File: src/rtl/counter_readout_pkg.sv
// counter_readout_pkg: shared constants, state type and header layout for counter_readout
package counter_readout_pkg;
  localparam logic [7:0] HDR_MAGIC = 8'hA5;
  localparam int FRAME_WORDS = 5;
  localparam int HDR_MAGIC_POS = 24;
  localparam int HDR_SEQ_POS = 16;
  localparam int HDR_DROP_POS = 8;
  localparam int HDR_LEN_POS = 0;
  typedef enum logic {IDLE, SEND} state_t;
  function automatic logic [31:0] make_hdr(input logic [7:0] seq, input logic [7:0] drop);
    logic [31:0] h;
    h = '0;
    h[HDR_MAGIC_POS +: 8] = HDR_MAGIC;
    h[HDR_SEQ_POS +: 8] = seq;
    h[HDR_DROP_POS +: 8] = drop;
    h[HDR_LEN_POS +: 8] = 8'(FRAME_WORDS);
    return h;
  endfunction
endpackage

File: src/rtl/counter_readout_if.sv
// counter_readout_if: valid/ready word stream carrying readout frames
interface counter_readout_if #(parameter int W = 32) ();
  logic Valid;
  logic Ready;
  logic Last;
  logic [W-1:0] DataOut;
  modport master (output Valid, output Last, output DataOut, input Ready);
  modport slave (input Valid, input Last, input DataOut, output Ready);
endinterface

File: src/rtl/sat_counter.sv
// sat_counter: saturating up-counter with synchronous clear
module sat_counter #(parameter int W = 8) (
  input  logic         Clk,
  input  logic         Reset,
  input  logic         clr,
  input  logic         inc,
  output logic [W-1:0] q
);
  always_ff @(posedge Clk)
    q <= (Reset || clr) ? '0 : (inc && !(&q)) ? q + W'(1) : q;
endmodule

File: src/rtl/counter_readout.sv
// counter_readout: snapshots two counters on Capture and streams them as a five-word framed packet
module counter_readout
  import counter_readout_pkg::*;
#(
  parameter int CNT_W = 64,
  parameter int OUT_W = 32
) (
  input  logic             Clk,
  input  logic             Reset,
  input  logic [CNT_W-1:0] Cnt0,
  input  logic [CNT_W-1:0] Cnt1,
  input  logic             Capture,
  output logic             Busy,
  counter_readout_if.master bus
);
  state_t state;
  logic [2:0] idx;
  logic [7:0] seq, hdr_drop, drop_cnt;
  logic [CNT_W-1:0] snap0, snap1;
  logic [OUT_W-1:0] word;
  logic last;
  // a Capture that arrives while a frame is in flight is only counted
  sat_counter #(.W(8)) drops (
    .Clk(Clk),
    .Reset(Reset),
    .clr(state == IDLE && Capture),
    .inc(state == SEND && Capture),
    .q(drop_cnt)
  );
  always_ff @(posedge Clk)
    if (Reset) begin
      state <= IDLE;
      idx <= '0;
      seq <= '0;
      hdr_drop <= '0;
      snap0 <= '0;
      snap1 <= '0;
    end else if (state == IDLE) begin
      if (Capture) begin
        snap0 <= Cnt0;
        snap1 <= Cnt1;
        hdr_drop <= drop_cnt;
        idx <= '0;
        state <= SEND;
      end
    end else if (bus.Ready) begin
      if (last) begin
        state <= IDLE;
        seq <= seq + 8'd1;
      end else
        idx <= idx + 3'd1;
    end
  always_comb begin
    Busy = state == SEND;
    last = Busy && idx == 3'(FRAME_WORDS - 1);
    word = idx == 3'd0 ? OUT_W'(make_hdr(seq, hdr_drop)) :
           idx == 3'd1 ? snap0[OUT_W-1:0] :
           idx == 3'd2 ? snap0[CNT_W-1:OUT_W] :
           idx == 3'd3 ? snap1[OUT_W-1:0] : snap1[CNT_W-1:OUT_W];
    bus.Valid = Busy;
    bus.Last = last;
    bus.DataOut = Busy ? word : '0;
  end
endmodule

File: src/flat_wrapper.sv
// flat-port wrapper written by rule: the top's interface ports become plain ports
module counter_readout_flat import counter_readout_pkg::*;
#(
  parameter int CNT_W = 64,
  parameter int OUT_W = 32
)
  (Clk, Reset, Cnt0, Cnt1, Capture, Busy, bus_Valid, bus_Last, bus_DataOut, bus_Ready);
  counter_readout_if #(.W(32)) bus_i ();
  input  logic Clk;
  input  logic Reset;
  input  logic [CNT_W-1:0] Cnt0;
  input  logic [CNT_W-1:0] Cnt1;
  input  logic Capture;
  output logic Busy;
  output wire logic [$bits(bus_i.Valid)-1:0] bus_Valid;
  output wire logic [$bits(bus_i.Last)-1:0] bus_Last;
  output wire logic [$bits(bus_i.DataOut)-1:0] bus_DataOut;
  input wire logic [$bits(bus_i.Ready)-1:0] bus_Ready;
  assign bus_Valid = bus_i.Valid;
  assign bus_Last = bus_i.Last;
  assign bus_DataOut = bus_i.DataOut;
  assign bus_i.Ready = bus_Ready;
  counter_readout #(.CNT_W(CNT_W), .OUT_W(OUT_W)) u_core (.Clk(Clk), .Reset(Reset), .Cnt0(Cnt0), .Cnt1(Cnt1), .Capture(Capture), .Busy(Busy), .bus(bus_i));
endmodule
File: config.mk
export PLATFORM = sky130hd
export DESIGN_NAME = counter_readout_flat
export DESIGN_NICKNAME = d
export VERILOG_FILES = /design/src/rtl/counter_readout_pkg.sv /design/src/rtl/counter_readout_if.sv /design/src/rtl/sat_counter.sv /design/src/rtl/counter_readout.sv /design/src/flat_wrapper.sv
export SDC_FILE = /design/constraint.sdc
export NUM_CORES = 1
export LEC_CHECK = 0
export BUFFER_PORTS_ARGS = -buffer_cell sky130_fd_sc_hd__buf_2
export CELL_PAD_IN_SITES_DETAIL_PLACEMENT = 1
export CELL_PAD_IN_SITES_GLOBAL_PLACEMENT = 1
export CORE_UTILIZATION = 29
export CTS_CLUSTER_DIAMETER = 150
export CTS_CLUSTER_SIZE = 8
export DETAILED_ROUTE_END_ITERATION = 8
export MAX_ROUTING_LAYER = met4
export PLACE_DENSITY_LB_ADDON = 0.1
export SKIP_LAST_GASP = 1
export SLEW_MARGIN = 5
export SYNTH_ARGS = -nofsm -noshare
export SYNTH_HDL_FRONTEND = slang
export SYNTH_SLANG_ARGS = --single-unit
File: constraint.sdc
create_clock -name Clk -period 3.4 [get_ports Clk]
set_input_delay 0.17 -clock Clk [delete_from_list [all_inputs] [get_ports Clk]]
set_output_delay 0.17 -clock Clk [all_outputs]
set_load 0.02 [all_outputs]
==> Word level (Yosys, flattened, before mapping) <==
Index checks and enable logic that the tools add are counted.
{ "word_totals": {"reg_bits": 156, "input_bits": 132, "out_inout_bits": 35, "elab_cells": 42} }
{ "op_classes": {"eq_ne": 6, "bitwise_logic": 1, "n_addsub": 3, "n_reduce_logical": 12, "mux": 13} }
{ "ops": {"columns": ["op", "count"], "rows": [
  ["$mux 32", 5],
  ["$add 8x1->8 const B", 2],
  ["$mux 3", 4],
  ["$reduce_and 8->1", 1],
  ["$eq 3x2->1 const B", 2],
  ["$reduce_and 3->1", 2],
  ["$logic_and 1x1->1", 4],
  ["$mux 1", 4],
  ["$ne 2x2->1 const B", 2],
  ["$add 3x1->3 const B", 1],
  ["$eq 3x1->1 const B", 1],
  ["$eq 3x3->1 const B", 1],
  ["$logic_not 3->1", 1],
  ["$reduce_and 2->1", 1],
  ["$reduce_bool 2->1", 1],
  ["$logic_not 1->1", 1],
  ["$logic_or 1x1->1", 1],
  ["$not 1->1", 1]
]} }

==> Depth between registers and ports, before layout <==
{ "depth": {"depth_word": 6, "depth_mapped": 8, "mapped_depth_nobuf": 6} }

==> Cells and area by module <==
Synthesis repeated with hierarchy kept, for this count alone.
{ "hier_totals": {"hier_cells": 917, "area_unflattened_um2": 7178.1} }
{ "by_module_without_submodules": {"columns": ["mod", "n_inst", "area_per_inst_um2", "cells_per_inst"], "rows": [
  ["counter_readout", 1, 6757.7, 873],
  ["sat_counter", 1, 420.4, 44]
]} }

==> Least setup slack after synthesis <==
Ideal clock, no wire load.
{ "synth_path": {"kind": "reg-to-output", "start": "reg u_core.idx[2]", "end": "out bus_DataOut[24]", "path_slack_ns": 1.432, "t_arrival_ns": 1.798, "stages_incl_launch_ff": 9, "n_path_buf": 2, "path_cell_list": "dfxtp_1 inv_1 ha_1 buf_2 buf_2 mux2i_1 nand2_1 o211ai_1 a21boi_0"} }
{ "synth_between": {"elab_chain_len": 6, "word_cells_on_any_way": 9} }
{ "synth_rtl": {"columns": ["item", "line_no", "text"], "rows": [
  ["start: declaration", "counter_readout.sv:17", "logic [2:0] idx;"],
  ["start signal: assignment", "counter_readout.sv:51", "idx <= idx + 3'd1;"],
  ["$eq 3x2->1", "counter_readout.sv:59", "idx == 3'd3 ? snap1[OUT_W-1:0] : snap1[CNT_W-1:OUT_W];"],
  ["$mux 32", "counter_readout.sv:59", null],
  ["$mux 32", "counter_readout.sv:58", "idx == 3'd2 ? snap0[CNT_W-1:OUT_W] :"],
  ["$mux 32", "counter_readout.sv:57", "idx == 3'd1 ? snap0[OUT_W-1:0] :"],
  ["$mux 32 (*)", "counter_readout.sv:56", "word = idx == 3'd0 ? OUT_W'(make_hdr(seq, hdr_drop)) :"],
  ["$mux 32 (*)", "counter_readout.sv:62", "bus.DataOut = Busy ? word : '0;"],
  ["end: declaration", "flat_wrapper.sv:17", "output wire logic [$bits(bus_i.DataOut)-1:0] bus_DataOut;"]
]} }
Every way passes the cells marked *; elsewhere a longest branch is shown, timed or not.

==> Worst setup path in the final report <==
{ "layout_path": {"start": "reg u_core.idx[2]", "end": "out bus_DataOut[29]"} }
Same word-level chain as after synthesis.

==> reports/results.ini <==
[pwr]
ir_drop_mv=0.271
p_leak_nw=3.94
power_mw=4.49
power_density_nw_per_um2=465

[place]
port_buffers=166
place_congestion=0.768
dp_hpwl_um=17400
dpl.cell_count=1335

[sta]
finalSetupViolCount=0
fin_crit_ps=2850
hold_viol_final=0
rsz0062_at_grt=no
worstMarginPinSlew_ps=886
clock_skew_ps=5.43
timing.slew.headroom=0.410
timing.fmax_mhz=351
tns_ps=0
period_share=0.839
slew_violations=0

[status]
run_status=finished, final reports clean

[logic_synthesis]
synth_edf_count=0
netlist_instances=907
synth_top_cell_by_area=dfxtp_1
yosysWarnings=0
synth_area_per_cell_sq_um=7.59
synthesis.nets=1046
yosys_register_bits=156
synth_compound_area_frac=0.204
synth_flop_cell=dfxtp_1
synth-simple-area-share=0.214
synth_top_area_frac=0.454
synthMuxAreaShare=0.0525
ys_types=37
yosysSeqAreaShare=0.454
synth_top_family_by_area=simple AND/OR/NAND/NOR gates
synth_fa_ha_area_frac=0.0127
syn_area_sq_um=6880
ys_top_cells_by_area=dfxtp_1 (45%), nand2_1 (18%), a21oi_1 (14%)
async_reset_ff_frac=0
synth_xor_area_frac=0.0102

[die]
placeableCoreArea_sq_um=23400
rows=56
dieArea_sq_um=24400
chipWidth_um=156
io_pins=167
die_h_um=156
initial_core_util=0.294

[critical_path]
reg2regPathDepth=4
crit_path_end=bus_DataOut[29]
cp.arrival_ps=2680
cp.required_ps=3230
cp-start-kind=flop
max_stage_delay_ps=490
setup.worst_path.start=u_core.idx[2]$_SDFFE_PP0P_
ff2ff_setup_slack_ps=1680
worstPathCellList=inv_1, ha_2, buf_4, mux2i_1, nand2_1, o211ai_1, a21boi_0, buf_2
worstSetupPathDepth=8
path_class=reg -> out
crit_path_end_kind=output port
path_max_fanout=11
rr_startpoint=u_core.Busy$_SDFF_PP0_
worst-path-buf-inv=3
cp_slowest_cell=mux2i_1
crit-reg2reg-capture=u_core.drops.q[7]$_SDFFE_PP0P_
crit_family=buffers and inverters

[global_routing]
grt_usage=0.223
antenna_found_initial=0
grt_pass1_wl_um=40000
overflow=0
grt_pass1_vias=7135
grt_max_degree=86

[route]
via_per_inst=4.70
ant_nets=0
wl_um=25600
drc=0
drt_iter0_drc=369
num_vias=6935
wire_per_inst_um=17.4
drtPass1Iterations=4

[clock_network]
postCtsSetupBuffers=0
clk_pin_slew_ps=60
cts_num_sinks=156
numCtsBuffers=17
clk_latency_ps=430
htree_levels=4
cts_root_buf=clkbuf_16
cts_max_path_buffers=2
cts_tree=built

[min_path]
hold_path_class=in -> reg

[cells_and_area]
drive_gt1_frac=0.193
syn_to_final_growth_pct=40.1
layout.cells.non_filler=1477
antenna-diode-count=0
finish.utilization=0.412
nets=1285
fill_cells=2902

[job]
maxCapViolations=0

==> per-layer routing <==
metal  share of wire  track usage  up-vias
met5               0            -        -
met4          0.0099       0.0616        0
met3           0.037       0.0258       16
met2            0.43        0.331      135
met1            0.52        0.318     3250
li1                -            -     3534
==> repair_timing <==
item	CTS	global route
hold buffers	111	0
gates resized for setup	0	0
endpoints found under the hold margin	111	0
==> cell usage after synthesis, types with 3 or more instances <==
cell type  instances
ha_1               7
o21ai_0           20
and3_1             3
clkbuf_1          25
a21boi_0           6
xnor2_1            3
nand2_1          325
nor2_1            15
xor2_1             5
nand4_1            4
o211ai_1          32
buf_2             45
a21oi_1          191
dfxtp_1          156
nand3_1            4
inv_1              3
mux2i_1           35
nor3_1             3
==> registers in the layout (all words and copies together), names as in the netlist <==
register         flops
u_core.Busy          1
u_core.drops.q       8
u_core.hdr_drop      8
u_core.idx           3
u_core.seq           8
u_core.snap0        64
u_core.snap1        64
==> worst min-delay path, cell delays in order <==
cell     delay, ps
buf_2          100
nand2_1         70
a21oi_1         60
==> where the power goes <==
part	leakage (nW)	switching [mW]	internal [mW]
Clock	0.275	0.784	1.14
Combinational	2.39	0.331	0.260
Sequential	1.28	0.0568	1.92
==> stage by stage <==
step	cell area (sq um)	hold slack [ps]	worst slack [ps]
finish	9640	21.3	548
global route	9640	7.74	353
CTS	9640	1.03	491
detailed placement	7940	419	970
global placement	7940	417	1010
floorplan	6880	269	1430
==> worst min path at each step <==
stage | startpoint | to | slack, ps | depth (start not counted)
after detailed placement | Cnt0[40] | u_core.snap0[40]$_SDFFE_PP0P_ | 420 | 3
final | Cnt1[15] | u_core.snap1[15]$_SDFFE_PP0P_ | 20 | 3
after global routing | Cnt1[11] | u_core.snap1[11]$_SDFFE_PP0P_ | 8 | 3
after floorplan | Capture | u_core.drops.q[6]$_SDFFE_PP0P_ | 270 | 1
after global placement | Cnt0[48] | u_core.snap0[48]$_SDFFE_PP0P_ | 420 | 3
after CTS | Cnt0[32] | u_core.snap0[32]$_SDFFE_PP0P_ | 1 | 3
==> kinds of logic after synthesis <==
family / Yosys count
AOI/OAI and AO/OA: 255
xor gates and xnor gates: 8
adders and majority gates: 7
buffers and inverters: 77
DFF: 156
muxes: 36
and+or+nand+nor: 368
==> cell type report <==
class	count	area, sq um	share of cell area
multi-input cells	674	3410	0.354
clock buffers	22	474	0.0492
well taps	319	399	0.0414
flip-flops and latches	156	3120	0.324
inverters	3	11.3	0.00117
clock inverters	9	113	0.0117
repair buffers	294	2110	0.219
==> cell usage in the layout (no fill, tap or decap), drive strengths merged, types with 2 or more instances in the layout <==
master / count
a21boi: 6
a21oi: 191
and3: 3
buf: 183
bufinv: 2
clkbuf: 22
clkinv: 2
clkinvlp: 4
dfxtp: 156
dlygate4sd3: 111
ha: 7
inv: 4
mux2i: 35
nand2: 325
nand2b: 2
nand3: 4
nand4: 6
nor2: 15
nor2b: 2
nor3: 3
o211ai: 33
o21ai: 20
o31ai: 2
or3: 3
or4: 2
xnor2: 3
xor2: 5
Note: power is estimated with default switching activity, not from simulation.
